[src/rtl/obi_wb_bridge.sv]
// obi_wb_bridge
//   Converts a core-side OBI request/grant/rvalid port into a Wishbone
//   classic master. At most one transaction is outstanding. Every grant
//   produces exactly one response: writes included, and bus errors or a
//   watchdog timeout are reported through err_o.
//
// Ports
//   clk, rst_n                 clock, asynchronous active-low reset
//   req_i / gnt_o              OBI request / grant (grant only while idle)
//   addr_i, we_i, be_i,        OBI request attributes, sampled in the
//   wdata_i                      grant cycle only
//   rvalid_o, rdata_o, err_o   OBI response (rdata_o is 0 for writes,
//                                errors and whenever rvalid_o is low)
//   wb_cyc_o, wb_stb_o         Wishbone cycle/strobe (always equal)
//   wb_we_o, wb_sel_o,         Wishbone request attributes, held stable
//   wb_adr_o, wb_dat_o           for the whole bus cycle
//   wb_dat_i, wb_ack_i,        Wishbone response (ignored outside a cycle)
//   wb_err_i
//   busy_o                     high whenever a transaction is in flight
module obi_wb_bridge #(
  parameter int unsigned ADDR_WIDTH     = 32,
  parameter int unsigned DATA_WIDTH     = 32,
  parameter int unsigned TIMEOUT_CYCLES = 1024,
  parameter int unsigned REG_RESP       = 1,
  localparam int unsigned SEL_WIDTH     = DATA_WIDTH / 8
) (
  input  logic                  clk,
  input  logic                  rst_n,
  input  logic                  req_i,
  output logic                  gnt_o,
  input  logic [ADDR_WIDTH-1:0] addr_i,
  input  logic                  we_i,
  input  logic [SEL_WIDTH-1:0]  be_i,
  input  logic [DATA_WIDTH-1:0] wdata_i,
  output logic                  rvalid_o,
  output logic [DATA_WIDTH-1:0] rdata_o,
  output logic                  err_o,
  output logic                  wb_cyc_o,
  output logic                  wb_stb_o,
  output logic                  wb_we_o,
  output logic [SEL_WIDTH-1:0]  wb_sel_o,
  output logic [ADDR_WIDTH-1:0] wb_adr_o,
  output logic [DATA_WIDTH-1:0] wb_dat_o,
  input  logic [DATA_WIDTH-1:0] wb_dat_i,
  input  logic                  wb_ack_i,
  input  logic                  wb_err_i,
  output logic                  busy_o
);

  // A disabled watchdog still gets a 1-bit counter so the vector stays legal.
  localparam int unsigned CNT_W     = (TIMEOUT_CYCLES == 0) ? 1 : $clog2(TIMEOUT_CYCLES + 1);
  localparam int unsigned TO_LAST_I = (TIMEOUT_CYCLES == 0) ? 0 : TIMEOUT_CYCLES - 1;
  localparam logic [CNT_W-1:0] TO_LAST = TO_LAST_I[CNT_W-1:0];
  localparam logic [CNT_W-1:0] CNT_MAX = '1;

  typedef enum logic [1:0] {
    S_IDLE = 2'd0,
    S_BUS  = 2'd1,
    S_RESP = 2'd2
  } state_t;

  state_t                state_q, state_d;
  logic [ADDR_WIDTH-1:0] adr_q,   adr_d;
  logic                  we_q,    we_d;
  logic [SEL_WIDTH-1:0]  sel_q,   sel_d;
  logic [DATA_WIDTH-1:0] dat_q,   dat_d;
  logic [CNT_W-1:0]      cnt_q,   cnt_d;
  logic [DATA_WIDTH-1:0] rdata_q, rdata_d;
  logic                  err_q,   err_d;

  logic                  timeout_hit;
  logic                  bus_err;
  logic                  term;
  logic [DATA_WIDTH-1:0] rd_val;

  // Counter equals the number of BUS cycles already completed, so matching
  // TIMEOUT_CYCLES-1 ends the cycle in its TIMEOUT_CYCLES-th clock.
  assign timeout_hit = (TIMEOUT_CYCLES != 0) && (cnt_q == TO_LAST);
  // A timeout is reported exactly like a slave error, and errors beat acks.
  assign bus_err     = wb_err_i | timeout_hit;
  assign term        = wb_ack_i | bus_err;
  assign rd_val      = (!we_q && !bus_err) ? wb_dat_i : '0;

  always_comb begin
    state_d  = state_q;
    adr_d    = adr_q;
    we_d     = we_q;
    sel_d    = sel_q;
    dat_d    = dat_q;
    cnt_d    = cnt_q;
    rdata_d  = rdata_q;
    err_d    = err_q;
    gnt_o    = 1'b0;
    rvalid_o = 1'b0;
    rdata_o  = '0;
    err_o    = 1'b0;
    wb_cyc_o = 1'b0;
    wb_we_o  = 1'b0;
    wb_sel_o = '0;
    wb_adr_o = '0;
    wb_dat_o = '0;

    unique case (state_q)
      S_IDLE: begin
        gnt_o = req_i;
        if (req_i) begin
          adr_d   = addr_i;
          we_d    = we_i;
          sel_d   = be_i;
          dat_d   = wdata_i;
          cnt_d   = '0;
          state_d = S_BUS;
        end
      end

      S_BUS: begin
        wb_cyc_o = 1'b1;
        wb_we_o  = we_q;
        wb_sel_o = sel_q;
        wb_adr_o = adr_q;
        wb_dat_o = dat_q;
        cnt_d    = (cnt_q == CNT_MAX) ? cnt_q : cnt_q + CNT_W'(1);
        if (term) begin
          if (REG_RESP != 0) begin
            rdata_d = rd_val;
            err_d   = bus_err;
            state_d = S_RESP;
          end else begin
            rvalid_o = 1'b1;
            rdata_o  = rd_val;
            err_o    = bus_err;
            state_d  = S_IDLE;
          end
        end
      end

      S_RESP: begin
        rvalid_o = 1'b1;
        rdata_o  = rdata_q;
        err_o    = err_q;
        state_d  = S_IDLE;
      end

      default: state_d = S_IDLE;
    endcase
  end

  // Asynchronous reset drops wb_cyc_o immediately and discards any response.
  always_ff @(posedge clk or negedge rst_n) begin
    if (!rst_n) begin
      state_q <= S_IDLE;
      adr_q   <= '0;
      we_q    <= 1'b0;
      sel_q   <= '0;
      dat_q   <= '0;
      cnt_q   <= '0;
      rdata_q <= '0;
      err_q   <= 1'b0;
    end else begin
      state_q <= state_d;
      adr_q   <= adr_d;
      we_q    <= we_d;
      sel_q   <= sel_d;
      dat_q   <= dat_d;
      cnt_q   <= cnt_d;
      rdata_q <= rdata_d;
      err_q   <= err_d;
    end
  end

  assign wb_stb_o = wb_cyc_o;
  assign busy_o   = (state_q != S_IDLE);

endmodule

[config.mk]
export PLATFORM = sky130hd
export DESIGN_NAME = obi_wb_bridge
export DESIGN_NICKNAME = d
export VERILOG_FILES = /design/src/rtl/obi_wb_bridge.sv
export SDC_FILE = /design/constraint.sdc
export NUM_CORES = 1
export LEC_CHECK = 0
export ABC_AREA = 1
export BUFFER_PORTS_ARGS = -buffer_cell sky130_fd_sc_hd__buf_2
export CORE_MARGIN = 2
export CORE_UTILIZATION = 44
export DETAILED_ROUTE_END_ITERATION = 12
export HOLD_SLACK_MARGIN = 0.15
export PLACE_DENSITY = 0.76
export SLEW_MARGIN = 15
export SYNTH_ARGS = -nofsm -noshare
export SYNTH_HDL_FRONTEND = slang
export SYNTH_SLANG_ARGS = --single-unit
[constraint.sdc]
create_clock -name clk -period 1.4 [get_ports clk]
set_input_delay 0.28 -clock clk [delete_from_list [all_inputs] [get_ports clk]]
set_output_delay 0.28 -clock clk [all_outputs]
set_load 0.005 [all_outputs]
==> results of run 1 <==
area by class of cell:
| cell class | count | area share (%) |
|---|---|---|
| multi-input combinational | 420 | 25.9 |
| timing repair buffer | 359 | 30.4 |
| sequential | 115 | 29.5 |
| clock buffer | 19 | 4.54 |
| clock inverter | 13 | 2.62 |
| tap | 168 | 2.16 |
| inverter | 122 | 4.93 |
layer usage:
layer  vias up  track usage, %  wire length (um)
li1       2837               -                 -
met1      3029            34.8              8080
met2       416            47.6             11000
met3        93            7.27              1970
met4         0            10.5               857
met5         -               0                 0
sequential cells by signal, summed over array words and instances (netlist names):
register / cells
adr_q: 32
rdata_q: 32
sel_q: 4
err_q: 1
we_q: 1
state_q: 2
dat_q: 32
cnt_q: 11
stage by stage:
stage	setup TNS (ns)	util, %	power [uW]	std cells	instance area (um^2)
2_1_floorplan	-2.14	-	6910	698	5480
3_5_place_dp	-1.79	57.2	8370	1068	6900
5_1_grt	-63.79	80.8	16800	1216	9750
6_report	-47.76	80.8	16100	1216	9750
4_1_cts	-40.78	73.6	14400	1194	8870
3_3_place_gp	-0.618	57.2	8230	1068	6900
final timing paths:
path / endpoint / slack, ns / cells past startpoint
min: rdata_q[24] / 0.15 / 3
max: rdata_o[18] / -0.42 / 5
max reg2reg: dat_q[17] / -0.22 / 8
min reg2reg: rdata_q[5] / 0.50 / 2
max in group asynchronous: adr_q[3] / 0.54 / 3
min in group asynchronous: rdata_q[5] / 0.26 / 2
worst min-delay path: cells and delay by family:
kind / cells / cell delay [ns]
buffers and inverters: 1 / 0.10
and+or+nand+nor: 1 / 0.08
AOI/OAI and AO/OA: 1 / 0.07
layout by cell type, fill, tap and decap left out, types with 2 or more instances in the layout:
master         synthesis  final
buf_2                  9    204
dfrtp_1              115    114
inv_1                119    112
nand2_1              140    103
dlygate4sd3_1          0     80
o21ai_0               77     72
nor2_1               116     52
nor2_2                 0     38
nand4_1               34     34
buf_4                  1     29
nor2_4                 2     28
clkbuf_16              0     27
o21ai_2               14     24
nand2_4                0     21
nand2_2                1     16
buf_6                  5     12
buf_12                 0     12
o21ai_1               16     11
nand3_1               10      9
bufinv_16              0      7
buf_16                 0      5
inv_4                  0      4
buf_8                  0      4
nand2_8                0      3
clkinv_4               0      3
nand3_4                1      3
clkinvlp_4             0      3
bufbuf_16              0      3
clkinv_1               2      2
inv_2                  1      2
power by group through the flow:
stage	clock (uW)	combinational, uW	sequential, uW
floorplan	0	2180	4730
finish	5170	5910	5020
detailed placement	0	3530	4840
global placement	0	3440	4800
global route	5370	6350	5100
CTS	5190	4440	4810
cell families (layout without fill, tap and decap cells):
| logic type | Yosys count | after routing | share of synthesized area, % |
|---|---|---|---|
| xor gates and xnor gates | 1 | 1 | 0.160 |
| DFF | 115 | 115 | 52.7 |
| buffers and inverters | 165 | 513 | 12.3 |
| adders and majority gates | 1 | 1 | 0.229 |
| and+or+nand+nor | 307 | 309 | 23.6 |
| AOI/OAI and AO/OA | 109 | 109 | 11.0 |
repair_timing:
action	4_1_cts	5_1_grt
pin swaps	2	10
resized for setup	58	156
setup endpoints to repair	208	221
hold endpoints to repair	194	0
cloned	8	13
hold buffers	80	0
setup buffers	6	9
==> flow_metrics.env, run 1 <==
export IMPL_layout_setup_ws_ns=-0.418
export IMPL_area_delta_synth_final_pct=78.5
export IMPL_synth_top_area_share_pct=52.7
export IMPL_violations="setup timing"
export IMPL_slew_viol_final=0
export IMPL_wl_per_cell_um=18.0
export IMPL_overflow=0
export IMPL_place_hpwl_um=9840
export IMPL_cts_sink_count=115
export IMPL_rows=40
export IMPL_cp_start_kind="flip-flop"
export IMPL_io_pins=213
export IMPL_dr_pass1_iters=6
export IMPL_via_per_inst=5.24
export IMPL_gp_congestion=0.794
export IMPL_crit_chain="nor2_4, inv_4, clkbuf_16, nor2_1, buf_2"
export IMPL_cts_root_buffer="clkbuf_16"
export IMPL_pwr_share_comb_pct=36.7
export IMPL_post_route_min_period_ns=1.82
export IMPL_clkPwrFrac_pct=32.1
export IMPL_synth_seq_cells=115
export IMPL_yosys_area_top_type="dfrtp_1"
export IMPL_cts_tree="built"
export IMPL_detail_route_iter0_violations=591
export IMPL_drc_errors=0
export IMPL_startpoint="state_q[0]"
export IMPL_floorplan_initialDensity_pct=45.3
export IMPL_synth_fp_nets=805
export IMPL_hold_path_class="in -> reg"
export IMPL_ys_types=26
export IMPL_drt_total_wl_um=21900
export IMPL_path_delay_family="flip-flops"
export IMPL_pwr_share_seq_pct=31.2
export IMPL_antenna_found_initial=0
export IMPL_worstPathMaxFanout=8
export IMPL_synth_top_cells_by_count="nand2_1, inv_1, nor2_1"
export IMPL_slowest_delay_ns=0.49
export IMPL_clk_pin_slew_worst_paths_ns=0.06
export IMPL_arrival_ns=1.54
export IMPL_layout_drive_gt1_share_pct=43.4
export IMPL_grt_max_degree=66
export IMPL_grt_total_usage_pct=28.1
export IMPL_slowest_stage="dfrtp_2"
export IMPL_setup_viol=204
export IMPL_max_slew_margin_pct=74.9
export IMPL_worstMarginPinSlew_ns=0.373
export IMPL_ff_latch_area_um2=2880
export IMPL_core_area_um2=12100
export IMPL_die_y_um=115
export IMPL_fmax_mhz=550
export IMPL_syn_area_um2=5460
export IMPL_vias=6375
export IMPL_post_place_ws_ns=-0.0570
export IMPL_hold_path_startpoint="wb_dat_i[24]"
export IMPL_synthFlopType="dfrtp_1"
export IMPL_worst_hold_slack_ns=0.152
export IMPL_clock_skew_ns=0.00778
export IMPL_worst_setup_path_end_kind="primary output"
export IMPL_synth_area_leaders="dfrtp_1, nand2_1, inv_1"
export IMPL_r2r_start="state_q[1]"
export IMPL_portBuffers=212
export IMPL_switchingPower_uw=5530
export IMPL_synth_most_common_cell="nand2_1"
export IMPL_cts_buffers=17
export IMPL_synthArstFlopShare_pct=100
export IMPL_first_global_vias=5897
export IMPL_grt_pass1_wl_um=29200
export IMPL_p_int_uw=10600
export IMPL_p_per_area_nw_per_um2=1650
export IMPL_synth_edf_count=0
export IMPL_fill_cells=633
export IMPL_antennaDiodeCount=0
export IMPL_die_x_um=115
export IMPL_ys_seq_area_share_pct=52.7
export IMPL_syn_area_per_cell_um2=7.83
export IMPL_dieArea_um2=13300
export IMPL_synthCells=698
export IMPL_layout_nets=1142
export IMPL_p_sw_share_pct=34.3
export IMPL_cellLeakagePower_uw=0.00485
export IMPL_outcome="finished with violations"
export IMPL_cts_path_max_buffers=2
export IMPL_setup_worst_path_class="reg -> out"
export IMPL_yosys_warnings=0
export IMPL_htree_levels=4
export IMPL_final_hold_viol_count=0
export IMPL_period_share_pct=130
export IMPL_crit_buf_inv=3
export IMPL_multi_input_area_um2=2520
export IMPL_critical_path_required_ns=1.12
export IMPL_vdd_drop_max_mv=0.997
export IMPL_clk_latency_ns=0.41
export IMPL_grt_setup_unrepaired="yes"
export IMPL_drv_cap=0
export IMPL_ant_nets=0
Power figures use the tool's default switching activity.
==> run 2, diff against run 1 <==
==> constraint.sdc (replaced) <==
create_clock -name clk -period 1.4 [get_ports clk]
set_input_delay 0.28 -clock clk [delete_from_list [all_inputs] [get_ports clk]]
set_output_delay 0.28 -clock clk [all_outputs]
set_load 0.02 [all_outputs]
==> run 2 against run 1 <==
The run still ends with setup timing left. Flip-flop and latch count stayed put. Final cell count is 0.25% higher. Sequential share of layout area is 1.1 points lower. Critical path type unchanged. Critical endpoint is now wb_sel_o[2]. Largest power group unchanged.
==> flow_metrics.env, run 2 (synthesis gave the netlist of run 1 again) <==
export IMPL_dieArea_um2=13300
export IMPL_grt_setup_unrepaired="yes"
export IMPL_critical_path_required_ns=1.12
export IMPL_p_int_uw=9890
export IMPL_portBuffers=212
export IMPL_antennaDiodeCount=0
export IMPL_floorplan_initialDensity_pct=45.3
export IMPL_finalPower_uw=16200
export IMPL_place_hpwl_um=10200
export IMPL_drv_cap=0
export IMPL_fmax_mhz=520
export IMPL_grt_total_usage_pct=30.6
export IMPL_layout_nets=1145
export IMPL_grt_pass1_wl_um=31500
export IMPL_clock_skew_ns=0.00952
export IMPL_reg_largest_list="adr_q x32, dat_q x32, rdata_q x32"
export IMPL_arrival_ns=1.64
export IMPL_gp_congestion=0.794
export IMPL_worstMarginPinSlew_ns=0.380
export IMPL_layout_drive_gt1_share_pct=45.9
export IMPL_hold_path_startpoint="wb_dat_i[11]"
export IMPL_first_global_vias=6579
export IMPL_htree_levels=4
export IMPL_worstPathMaxFanout=25
export IMPL_worst_setup_path_end_kind="primary output"
export IMPL_setup_viol=206
export IMPL_final_common_cell="dfrtp_1"
export IMPL_antenna_found_initial=0
export IMPL_cp_start_kind="flip-flop"
export IMPL_outcome="finished with violations"
export IMPL_period_share_pct=137
export IMPL_setup_worst_path_class="reg -> out"
export IMPL_multi_input_area_um2=2610
export IMPL_pwr_share_comb_pct=42.0
export IMPL_die_y_um=115
export IMPL_cts_sink_count=115
export IMPL_clk_latency_ns=0.40
export IMPL_final_cell_mix="dfrtp_1, inv_1, buf_2, nand2_1, buf_4"
export IMPL_die_x_um=115
export IMPL_fill_cells=568
export IMPL_ff_latch_area_um2=2880
export IMPL_detail_route_iter0_violations=623
export IMPL_pwr_share_seq_pct=31.3
export IMPL_drt_total_wl_um=23900
export IMPL_r2r_start="state_q[0]"
export IMPL_wl_per_cell_um=19.6
export IMPL_vdd_drop_max_mv=1.06
export IMPL_cellLeakagePower_uw=0.00485
export IMPL_drc_errors=0
export IMPL_clkPwrFrac_pct=26.7
export IMPL_slew_viol_final=0
export IMPL_grt_max_degree=42
export IMPL_cts_root_buffer="clkbuf_16"
export IMPL_final_hold_viol_count=0
export IMPL_ant_nets=0
export IMPL_area_delta_synth_final_pct=85.5
export IMPL_setup_tns_ns=-52.95
export IMPL_cts_path_max_buffers=2
export IMPL_p_per_area_nw_per_um2=1600
export IMPL_violations="setup timing"
export IMPL_p_sw_share_pct=38.9
export IMPL_switchingPower_uw=6300
export IMPL_hold_path_class="in -> reg"
export IMPL_via_per_inst=5.39
export IMPL_post_route_min_period_ns=1.92
export IMPL_overflow=0
export IMPL_cts_buffers=17
export IMPL_startpoint="state_q[1]"
export IMPL_worst_hold_slack_ns=0.172
export IMPL_rows=40
export IMPL_clk_pin_slew_worst_paths_ns=0.06
export IMPL_dr_pass1_iters=7
export IMPL_cts_tree="built"
export IMPL_max_slew_margin_pct=74.4
export IMPL_core_area_um2=12100
export IMPL_layout_setup_ws_ns=-0.523
export IMPL_post_place_ws_ns=-0.0845
export IMPL_vias=6566
export IMPL_io_pins=213
run 2: layer usage:
layer  global-route usage (%)  wire length (um)  vias to the layer above  part of all wire, %
met4                     16.9              1220                        0                  5.1
li1                         -                 -                     2848                    -
met2                     53.8             12400                      501                   52
met1                     33.5              8140                     3115                   34
met3                     8.26              2200                      102                  9.2
met5                        0                 0                        -                    0
run 2: what timing repair did:
action | CTS | global route
setup buffers | 8 | 4
hold buffers | 85 | 0
endpoints found under the setup margin | 147 | 218
hold endpoints to repair | 199 | 0
gates resized for setup | 173 | 165
gates cloned | 10 | 8
pin swaps | 15 | 13
run 2: worst paths after layout:
path / to / slack [ns] / depth (start not counted)
worst max-delay path: wb_sel_o[2] / -0.52 / 5
worst min-delay path: rdata_q[11] / 0.17 / 3
worst max register to register: dat_q[5] / -0.23 / 7
worst min register to register: rdata_q[15] / 0.51 / 2
max in group asynchronous: rdata_q[28] / 0.57 / 3
min in group asynchronous: cnt_q[6] / 0.33 / 2
run 2: final cells by class:
cell class | count | area share [%]
well taps | 168 | 2.07
clock inverters | 12 | 1.31
inverters | 122 | 4.81
flip-flops and latches | 115 | 28.4
repair buffers | 363 | 33.1
clock buffers | 20 | 4.51
multi-input cells | 419 | 25.8
run 2: critical path, stage by stage, from the launching register on:
cell and delay (ns):
dfrtp_1 0.40, inv_2 0.16, nand2_8 0.11, buf_12 0.19, nor2_1 0.19, buf_4 0.18
run 2: metrics by stage:
step	util, %	instances	area, um^2
after CTS	78.0	1212	9410
after detailed placement	59.5	1077	7180
after global placement	59.5	1077	7180
after floorplan	-	698	5660
after global routing	84.0	1219	10100
final	84.0	1219	10100
run 2: power groups by stage:
stage / sequential, uW / clock, uW / combinational [uW]
after floorplan: 4740 / 0 / 2960
after global placement: 4800 / 0 / 4330
after detailed placement: 4840 / 0 / 4410
after CTS: 4830 / 4300 / 5420
after global routing: 5150 / 4520 / 7200
final: 5070 / 4330 / 6800
